[src/rtl/muldiv_pkg.sv]
// Shared encodings for the iterative multiply/divide unit.
package muldiv_pkg;

  // Operation select
  typedef enum logic [2:0] {
    MD_MUL    = 3'b000,
    MD_MULH   = 3'b001,
    MD_MULHSU = 3'b010,
    MD_MULHU  = 3'b011,
    MD_DIV    = 3'b100,
    MD_DIVU   = 3'b101,
    MD_REM    = 3'b110,
    MD_REMU   = 3'b111
  } md_op_e;

  // Sequencer states
  typedef enum logic [1:0] {
    IDLE = 2'd0,
    BUSY = 2'd1,
    DONE = 2'd2
  } md_state_e;

  // Divide-class operations share the restoring-division datapath.
  function automatic logic op_is_div(input md_op_e op);
    return op[2];
  endfunction

endpackage

[src/rtl/muldiv_sign_fix.sv]
// Operand magnitude extraction, special-case detection and final sign
// correction around the unsigned shift-add / restoring-divide core.
module muldiv_sign_fix
  import muldiv_pkg::*;
#(
  parameter int DATA_WIDTH = 32
) (
  input  md_op_e                    op,
  input  logic [DATA_WIDTH-1:0]     src_a,
  input  logic [DATA_WIDTH-1:0]     src_b,
  output logic [DATA_WIDTH-1:0]     a_mag,
  output logic [DATA_WIDTH-1:0]     b_mag,
  output logic                      res_neg,
  output logic                      special,
  output logic [DATA_WIDTH-1:0]     special_res,
  input  md_op_e                    fix_op,
  input  logic                      fix_neg,
  input  logic [2*DATA_WIDTH-1:0]   raw,
  output logic [DATA_WIDTH-1:0]     result
);

  localparam int W = DATA_WIDTH;
  localparam logic [W-1:0] MOST_NEG = {1'b1, {(W-1){1'b0}}};

  logic a_signed, b_signed, a_neg, b_neg, div_zero, div_ovf;
  logic [2*W-1:0] prod;

  function automatic logic [W-1:0] neg_w(input logic [W-1:0] v);
    return ~v + W'(1);
  endfunction

  function automatic logic [2*W-1:0] neg_2w(input logic [2*W-1:0] v);
    return ~v + (2*W)'(1);
  endfunction

  // Operand side: magnitudes, result sign and the short-circuit cases
  always_comb begin
    a_signed    = op inside {MD_MUL, MD_MULH, MD_MULHSU, MD_DIV, MD_REM};
    b_signed    = op inside {MD_MUL, MD_MULH, MD_DIV, MD_REM};
    a_neg       = a_signed && src_a[W-1];
    b_neg       = b_signed && src_b[W-1];
    a_mag       = a_neg ? neg_w(src_a) : src_a;
    b_mag       = b_neg ? neg_w(src_b) : src_b;
    // Remainder follows the dividend; everything else is the sign product
    res_neg     = (op == MD_REM) ? a_neg : (a_neg ^ b_neg);
    div_zero    = op_is_div(op) && (src_b == '0);
    div_ovf     = (op inside {MD_DIV, MD_REM}) && (src_a == MOST_NEG) && (src_b == '1);
    special     = div_zero || div_ovf;
    special_res = '0;
    if (div_zero)
      special_res = (op inside {MD_DIV, MD_DIVU}) ? '1 : src_a;
    else if (div_ovf)
      special_res = (op == MD_DIV) ? src_a : '0;
  end

  // Result side: apply sign and pick the half that the operation returns
  always_comb begin
    prod   = fix_neg ? neg_2w(raw) : raw;
    result = '0;
    case (fix_op)
      MD_MUL:                         result = prod[W-1:0];
      MD_MULH, MD_MULHSU, MD_MULHU:   result = prod[2*W-1:W];
      MD_DIV, MD_DIVU:                result = fix_neg ? neg_w(raw[W-1:0]) : raw[W-1:0];
      MD_REM, MD_REMU:                result = fix_neg ? neg_w(raw[2*W-1:W]) : raw[2*W-1:W];
      default:                        result = '0;
    endcase
  end

endmodule

[src/rtl/muldiv_unit.sv]
// Iterative radix-2 multiply / restoring divide unit. One 2*W shift register
// is shared by both algorithms; one iteration per cycle while BUSY.
module muldiv_unit
  import muldiv_pkg::*;
#(
  parameter int DATA_WIDTH = 32,
  parameter int OP_WIDTH   = 3,
  parameter int CNT_WIDTH  = $clog2(DATA_WIDTH) + 1
) (
  input  logic                  clk,
  input  logic                  rst,
  input  logic                  Start,
  input  logic                  Flush,
  input  logic [OP_WIDTH-1:0]   MDControl,
  input  logic [DATA_WIDTH-1:0] SrcA,
  input  logic [DATA_WIDTH-1:0] SrcB,
  output logic                  Busy,
  output logic                  Done,
  output logic [DATA_WIDTH-1:0] Result,
  output logic                  Zero
);

  localparam int W = DATA_WIDTH;

  md_state_e            state, state_next;
  md_op_e               op_in, op_r;
  logic [CNT_WIDTH-1:0] cnt;
  logic [2*W-1:0]       acc, acc_step;
  logic [W-1:0]         opnd_b, a_mag, b_mag, special_res, fixed_res;
  logic [W:0]           mul_sum, rem_sh, div_diff;
  logic                 neg_r, res_neg, special, accept, last_iter;

  assign op_in     = md_op_e'(MDControl[2:0]);
  assign accept    = Start && !Flush && ((state == IDLE) || (state == DONE));
  assign last_iter = (state == BUSY) && (cnt == CNT_WIDTH'(1));
  assign Busy      = (state == BUSY);
  assign Done      = (state == DONE);
  assign Zero      = (Result == '0);

  muldiv_sign_fix #(.DATA_WIDTH(DATA_WIDTH)) u_sign_fix (
    .op          (op_in),
    .src_a       (SrcA),
    .src_b       (SrcB),
    .a_mag       (a_mag),
    .b_mag       (b_mag),
    .res_neg     (res_neg),
    .special     (special),
    .special_res (special_res),
    .fix_op      (op_r),
    .fix_neg     (neg_r),
    .raw         (acc_step),
    .result      (fixed_res)
  );

  // One iteration of either shift-add multiply or restoring divide
  always_comb begin
    acc_step = acc;
    mul_sum  = '0;
    rem_sh   = '0;
    div_diff = '0;
    if (op_is_div(op_r)) begin
      // Upper half is the partial remainder, lower half collects quotient bits
      rem_sh   = {acc[2*W-1:W], acc[W-1]};
      div_diff = rem_sh - {1'b0, opnd_b};
      if (!div_diff[W])
        acc_step = {div_diff[W-1:0], acc[W-2:0], 1'b1};
      else
        acc_step = {rem_sh[W-1:0], acc[W-2:0], 1'b0};
    end else begin
      // Add multiplicand into the upper half when the current LSB is set
      mul_sum  = {1'b0, acc[2*W-1:W]} + {1'b0, (acc[0] ? opnd_b : {W{1'b0}})};
      acc_step = {mul_sum, acc[W-1:1]};
    end
  end

  // State register
  always_ff @(posedge clk) begin
    if (rst) state <= IDLE;
    else     state <= state_next;
  end

  // Next-state logic; Flush wins over everything but reset
  always_comb begin
    state_next = state;
    case (state)
      IDLE:    if (accept) state_next = special ? DONE : BUSY;
      BUSY:    if (last_iter) state_next = DONE;
      DONE:    state_next = accept ? (special ? DONE : BUSY) : IDLE;
      default: state_next = IDLE;
    endcase
    if (Flush) state_next = IDLE;
  end

  // Operand latch, iteration register, counter and result register
  always_ff @(posedge clk) begin
    if (rst) begin
      cnt    <= '0;
      acc    <= '0;
      opnd_b <= '0;
      op_r   <= MD_MUL;
      neg_r  <= 1'b0;
      Result <= '0;
    end else if (Flush) begin
      cnt <= '0;
    end else if (accept) begin
      op_r   <= op_in;
      neg_r  <= res_neg;
      opnd_b <= b_mag;
      acc    <= {{W{1'b0}}, a_mag};
      if (special) begin
        cnt    <= '0;
        Result <= special_res;
      end else begin
        cnt <= CNT_WIDTH'(DATA_WIDTH);
      end
    end else if (state == BUSY) begin
      acc <= acc_step;
      cnt <= cnt - CNT_WIDTH'(1);
      // The final iteration's value goes straight to Result on DONE entry
      if (last_iter) Result <= fixed_res;
    end
  end

endmodule
[config.mk]
export PLATFORM = sky130hd
export DESIGN_NAME = muldiv_unit
export DESIGN_NICKNAME = d
export VERILOG_FILES = /design/src/rtl/muldiv_pkg.sv /design/src/rtl/muldiv_sign_fix.sv /design/src/rtl/muldiv_unit.sv
export SDC_FILE = /design/constraint.sdc
export NUM_CORES = 1
export LEC_CHECK = 0
export CAP_MARGIN = 20
export CORE_MARGIN = 4
export CORE_UTILIZATION = 50
export CTS_CLUSTER_DIAMETER = 60
export CTS_CLUSTER_SIZE = 20
export DETAILED_ROUTE_END_ITERATION = 8
export GPL_TIMING_DRIVEN = 1
export PLACE_DENSITY = 0.8
export SLEW_MARGIN = 10
export SYNTH_ARGS = -nofsm -noshare
export SYNTH_HDL_FRONTEND = slang
export SYNTH_SLANG_ARGS = --single-unit
export TNS_END_PERCENT = 20
[constraint.sdc]
create_clock -name clk -period 8.93 [get_ports clk]
set_input_delay 1.3395 -clock clk [delete_from_list [all_inputs] [get_ports clk]]
set_output_delay 1.3395 -clock clk [all_outputs]
set_load 0.02 [all_outputs]
### Word level (Yosys, flattened, before mapping)

Cells that the tools add are included.

* output and inout bits: 35
* bits of input ports: 71
* flip-flop bits (word level): 140

* add/subtract/negate cells: 8
* equality and inequality tests: 20
* muxes and demuxes: 28
* reduce and logical (&&, ||, !) cells: 30
* bitwise gates (word level): 7

Operators with widths (number)
* 32-bit 2-to-1 mux: 13
* 64-bit 2-to-1 mux: 5
* 32-bit by 1-bit adder with 32-bit output (second input constant): 4
* 32-bit NOT: 4
* 32-bit one-hot mux with 4 select lines: 1
* 64-bit by 1-bit adder with 64-bit output (second input constant): 1
* 32-bit equality test (second input constant): 2
* 32-bit logical NOT: 2
* 64-bit NOT: 1
* 32-bit by 32-bit adder with 33-bit output: 1
* 33-bit by 32-bit subtractor with 33-bit output: 1
* 3-bit equality test (second input constant): 7
* 6-bit 2-to-1 mux: 3
* 3-bit by 2-bit equality test with 1-bit output (second input constant): 3
* 1-bit logical AND: 8
* 2-bit 2-to-1 mux: 4
* 2-bit nonzero test: 4
* 3-bit by 1-bit equality test with 1-bit output (second input constant): 2
* 6-bit by 1-bit equality test with 1-bit output (second input constant): 1
* 3-bit logical NOT: 2
* 2-bit one-hot mux with 3 select lines: 1
* 2-bit AND reduction: 3
* 2-bit OR reduction: 3
* 6-bit by 1-bit subtractor with 6-bit output (second input constant): 1
* 14 further kinds: 16

### Depth between registers and ports, before layout

* depth after elaboration: 10
* gate-level depth with buffers: 25

### Cells and area by module

From an unflattened synthesis, not the netlist that was laid out.

* cells, all modules: 2100
* area, all modules: 14893.0 um^2

Modules (own cells, without submodules)
* muldiv_unit: cells each 1365, seq. area each 2802.7 um^2, area each 10286.1 um^2, instances 1
* muldiv_sign_fix: cells each 735, seq. area each 0.0 um^2, area each 4606.9 um^2, instances 1

### Worst setup path after synthesis

Ideal clock, no wire load.

* path kind: register to register
* start: reg acc[31]
* end: reg Result[28]
* data required time: 8838 ps
* buffers on the path: 1
* setup slack: 3637 ps
* cell stages (with the launch flop): 25
* arrival time: 5200 ps
* clock period less this slack: 5293 ps
* cell sequence: dfxtp_1 > inv_1 > ha_1 > fa_1 > nand2b_1 > a21oi_1 > o21ai_1 > a31o_4 > a21oi_4 > buf_6 > nor3_1 > a21oi_1 > ha_1 > o211ai_1 > or4_1 > or4_1 > inv_1 > and3_1 > nand2_1 > nand2_1 > nor2_1 > or4b_1 > a31oi_1 > nor2_1 > o32ai_1

* word-level cells in the longest chain between the ends: 10

RTL lines
* from (decl): RTL line muldiv_unit.sv:28 `logic [2*W-1:0] acc, acc_step;`
* from (signal assigned): RTL line muldiv_unit.sv:109 `acc <= {{W{1'b0}}, a_mag};`
* from (signal assigned): RTL line muldiv_unit.sv:117 `acc <= acc_step;`
* 33-bit by 32-bit subtractor with 33-bit output: RTL line muldiv_unit.sv:64 `div_diff = rem_sh - {1'b0, opnd_b};`
* 64-bit 2-to-1 mux: RTL line muldiv_unit.sv:65 `if (!div_diff[W])`
* 64-bit 2-to-1 mux *: RTL line muldiv_unit.sv:61 `if (op_is_div(op_r)) begin`
* 64-bit NOT / 32-bit NOT (equally long branches): RTL line muldiv_sign_fix.sv:33, muldiv_sign_fix.sv:29
* 64-bit by 1-bit adder with 64-bit output / 32-bit by 1-bit adder with 32-bit output (equally long branches): RTL line muldiv_sign_fix.sv:33, muldiv_sign_fix.sv:29
* 64-bit 2-to-1 mux (tied with other cells): RTL line muldiv_sign_fix.sv:58 `prod = fix_neg ? neg_2w(raw) : raw;`
* 32-bit one-hot mux with 4 select lines *: RTL line muldiv_sign_fix.sv:60 `case (fix_op)`
* 32-bit 2-to-1 mux *: RTL line muldiv_unit.sv:120 `if (last_iter) Result <= fixed_res;`
* 32-bit 2-to-1 mux *: RTL line muldiv_unit.sv:116 `end else if (state == BUSY) begin`
* 32-bit 2-to-1 mux *: RTL line muldiv_unit.sv:105 `end else if (accept) begin`
* to (signal assigned): RTL line muldiv_unit.sv:112 `Result <= special_res;`
* to (signal assigned): RTL line muldiv_unit.sv:120
* to (decl): RTL line muldiv_unit.sv:19 `output logic [DATA_WIDTH-1:0] Result,`

Mark *: on every way between the ends. The rest lies on a longest branch, timed or not. The select of a mux whose other input is x is not followed.
A chain may end at the register's enable or synchronous reset.

### Worst setup path in the final report

Ends and elaborated chain as after synthesis.

==> results.md <==
- Max IR drop VDD: 0.111 mV
- Clock Power Share: 0.361
- Final #Nets: 2263
- Number of nets produced by synthesis: 2254
- Clk Latency, worst-skew pair: 440 ps
- Overall routing resource usage: 0.335
- Launch point of the worst path: acc[31]
- Post-route DRC violation count: 0
- Fraction of registers with async set/reset: 0
- Layout area overhead: 12.0%
- Fraction of final layout cells with drive strength greater than 1: 0.0539
- Total iterations of the first detailed-routing run: 7
- GPL Wtd Cong: 1.02
- Combinational power share: 0.313
- Unrepaired setup endpoints after global routing: no
- Maxcap violations: 0
- Diode count: 0
- Row Count: 62
- HP Start: opnd_b[17]
- Area after detailed placement: 16100 sq um
- Starting density of the core: 0.513
- Detail-routed net length per standard cell: 22.9 um
- Clock tree from TritonCTS: built
- Count of cells resized by post-cts repair: 0
- FF-to-FF Start: acc[31]
- Die Area: 32600 sq um
- Routed wire length: 57500 um
- Ratio of final minimum period to clock period: 0.720
- Run status: finished clean
- Pin count of the biggest net entering global routing: 78
- Flop2flop setup slack: 2500 ps
- Height of the die: 181 um
- Maximum clock frequency: 156 MHz
- Overall via count from detail_route: 17.0k
- Post-CTS Setup Repair Bufs: 0
- Total clock sinks: 140
- Power Density: 128 nW/um^2
- Net switching power: 799 uW
- Capture instance of the worst register-to-register path: Result[28]
- Fraction of post-synthesis cell area in the top cell type by area: 0.188
- Violation count after the first detailed-routing iteration: 2604
- Number of cells on the worst reg-to-reg path: 24
- Count of pins over their slew limit: 0
- Cells after Synth: 2111
- Critical path required time: 9270 ps
- Top area cells in the synthesized netlist: sky130_fd_sc_hd__dfxtp_1, sky130_fd_sc_hd__nor2_1, sky130_fd_sc_hd__a21oi_1
- Root Driver: sky130_fd_sc_hd__clkbuf_16
- Estimated wirelength of the detail-placed design: 43500 um
- Count of pins on the block boundary: 106
- Number of buffers between clock root and the deepest sink: 2
- Hold Crit Endpoint: opnd_b[17]
- Number of antenna violations at the first check in global routing: 1
- Final hold violation count: 0
- Clock transition at path regs: 70 ps
- Largest area contributor in the synthesized netlist: sky130_fd_sc_hd__dfxtp_1
- Number of buffer cells added on primary ports: 105
- Slew headroom: 0.261
- Top fanout value on the critical path: 12
- Number of flops mapped to enable cells by yosys: 0
- Hold Crit Depth: 2
- Number of H-tree levels: 4
- Sum of negative setup slack: 0 ps
- Cell leakage power: 0.00611 uW
- Synthesized area: 14900 sq um
- Aggregate global routing overflow: 0
- Portion of the post-synthesis area used by sequential elements: 0.188
- Design Area, Final: 16700 sq um
- Path class of the lowest-slack min-delay path: reg2reg
- Final number of setup-violating endpoints: 0
- Crit path capture type: register
- Switching portion of total power: 0.376
- Number of buffers added by the clock tree synthesis step: 17
- Remaining antenna violation count: 0
- Worst-Margin Slew: 1080 ps
- Post-synthesis register bit count: 140
- Prevailing post-synth register cell: sky130_fd_sc_hd__dfxtp_1
- First-pass GRT wire length: 89100 um
- Clock skew: 15.3 ps
- Average cell area after synthesis: 7.06 sq um
- Horizontal die dimension: 181 um
- Fin crit period: 6430 ps
- Cell-internal power: 1330 uW
- Number of global-route vias before repair: 15.7k
- Post-DR vias/cell: 6.77
- Seq pwr share: 0.326
- Data arrival time of the worst path: 6770 ps
- Number of warnings printed during yosys synthesis: 0
- CP Launch Type: register
- Number of distinct library cells after synthesis: 96
- Critical path start-end classification: reg2reg
- Hold-fix buffer count after cts: 0
- Core Region: 29000 sq um
routing by layer:
layer | track usage | wire (um) | up-vias | part of all wire
met5 | 0 | 0 | - | 0
met4 | 0.148 | 2890 | 0 | 0.050
li1 | - | - | 7834 | -
met3 | 0.0688 | 6980 | 200 | 0.12
met2 | 0.515 | 24600 | 1105 | 0.43
met1 | 0.454 | 23100 | 7900 | 0.40
power groups by stage:
stage | combinational (uW) | sequential (uW) | clock (uW)
floorplan | 432 | 698 | 0
global placement | 637 | 705 | 0
detailed placement | 641 | 706 | 0
CTS | 645 | 692 | 764
global route | 716 | 697 | 787
finish | 666 | 694 | 768
logic make-up after synthesis:
group,synth area share
and+or+nand+nor,0.257
muxes,0.0313
buffers and inverters,0.0548
AOI/OAI and AO/OA,0.325
xor gates and xnor gates,0.0817
DFF,0.188
adders and majority gates,0.0615
worst max-delay path, stage by stage (launching register included):
cell                       delay (ps)
sky130_fd_sc_hd__dfxtp_1          430
sky130_fd_sc_hd__inv_1             70
sky130_fd_sc_hd__ha_1             230
sky130_fd_sc_hd__fa_1             410
sky130_fd_sc_hd__nand2b_1         210
sky130_fd_sc_hd__a21oi_1          300
sky130_fd_sc_hd__o21ai_1          200
sky130_fd_sc_hd__a31o_4           300
sky130_fd_sc_hd__a21oi_4          360
sky130_fd_sc_hd__nor3_1           100
sky130_fd_sc_hd__buf_4            170
sky130_fd_sc_hd__a21oi_1          200
sky130_fd_sc_hd__ha_1             230
sky130_fd_sc_hd__o211ai_1         160
sky130_fd_sc_hd__or4_1            530
sky130_fd_sc_hd__or4_1            510
sky130_fd_sc_hd__inv_1            100
sky130_fd_sc_hd__and3_1           260
sky130_fd_sc_hd__nand2_1          180
sky130_fd_sc_hd__nand2_1          170
sky130_fd_sc_hd__nor2_1           100
sky130_fd_sc_hd__or4b_1           580
sky130_fd_sc_hd__a31oi_1          190
sky130_fd_sc_hd__nor2_1            60
sky130_fd_sc_hd__o32ai_1          270
worst max-delay path by stage:
stage                       endpoint  slack [ps]
after floorplan           Result[28]        3640
after global routing      Result[28]        2090
after global placement    Result[13]        2510
after CTS                 Result[28]        2660
final                     Result[28]        2500
after detailed placement  Result[13]        2490
cells in the mapped netlist (all sizes together) (41+ instances only):
| cell | n |
|---|---|
| nor2 | 261 |
| nand2 | 177 |
| a21oi | 176 |
| o21ai | 158 |
| dfxtp | 140 |
| clkbuf | 99 |
| a211oi | 81 |
| xnor2 | 79 |
| nor3 | 74 |
| ha | 70 |
| inv | 66 |
| xor2 | 60 |
| and2 | 52 |
| o211ai | 46 |
| mux2i | 41 |
through the flow:
| stage | setup WS (ps) | total power, uW | hold WS, ps | utilization | instances |
|---|---|---|---|---|---|
| floorplan | 3640 | 1130 | 440 | - | 2111 |
| global placement | 2510 | 1340 | 452 | 0.554 | 2485 |
| detailed placement | 2490 | 1350 | 466 | 0.554 | 2485 |
| CTS | 2660 | 2100 | 477 | 0.575 | 2517 |
| global route | 2090 | 2200 | 503 | 0.575 | 2517 |
| finish | 2500 | 2130 | 477 | 0.575 | 2517 |
state kept, by name (all words and copies together) (netlist names):
name and cells:
state 2, cnt 6, Result 32, op_r 3, opnd_b 32, acc 64, neg_r 1
layout make-up:
type | instances | area [sq um]
Clock buffer | 19 | 453
Clock inverter | 13 | 155
Fill cell | 2713 | 12300
Inverter | 68 | 255
Multi-Input combinational cell | 1765 | 11300
Sequential cell | 140 | 2810
Tap cell | 384 | 480
Timing Repair Buffer | 128 | 1220
placed cells by master (no fill, tap or decap), drive strengths merged, types with 37 or more instances in the layout:
cell type | synthesis | final
and2 | 52 | 52
o211ai | 46 | 46
xor2 | 60 | 60
a21oi | 176 | 176
a211oi | 81 | 81
mux2i | 41 | 41
nand3 | 37 | 37
xnor2 | 79 | 79
o21ai | 158 | 158
inv | 66 | 72
dfxtp | 140 | 140
nor2 | 261 | 261
nor3 | 74 | 74
nand2 | 177 | 177
clkdlybuf4s50 | 0 | 104
ha | 70 | 70
Note: power is estimated with default switching activity, not from simulation.
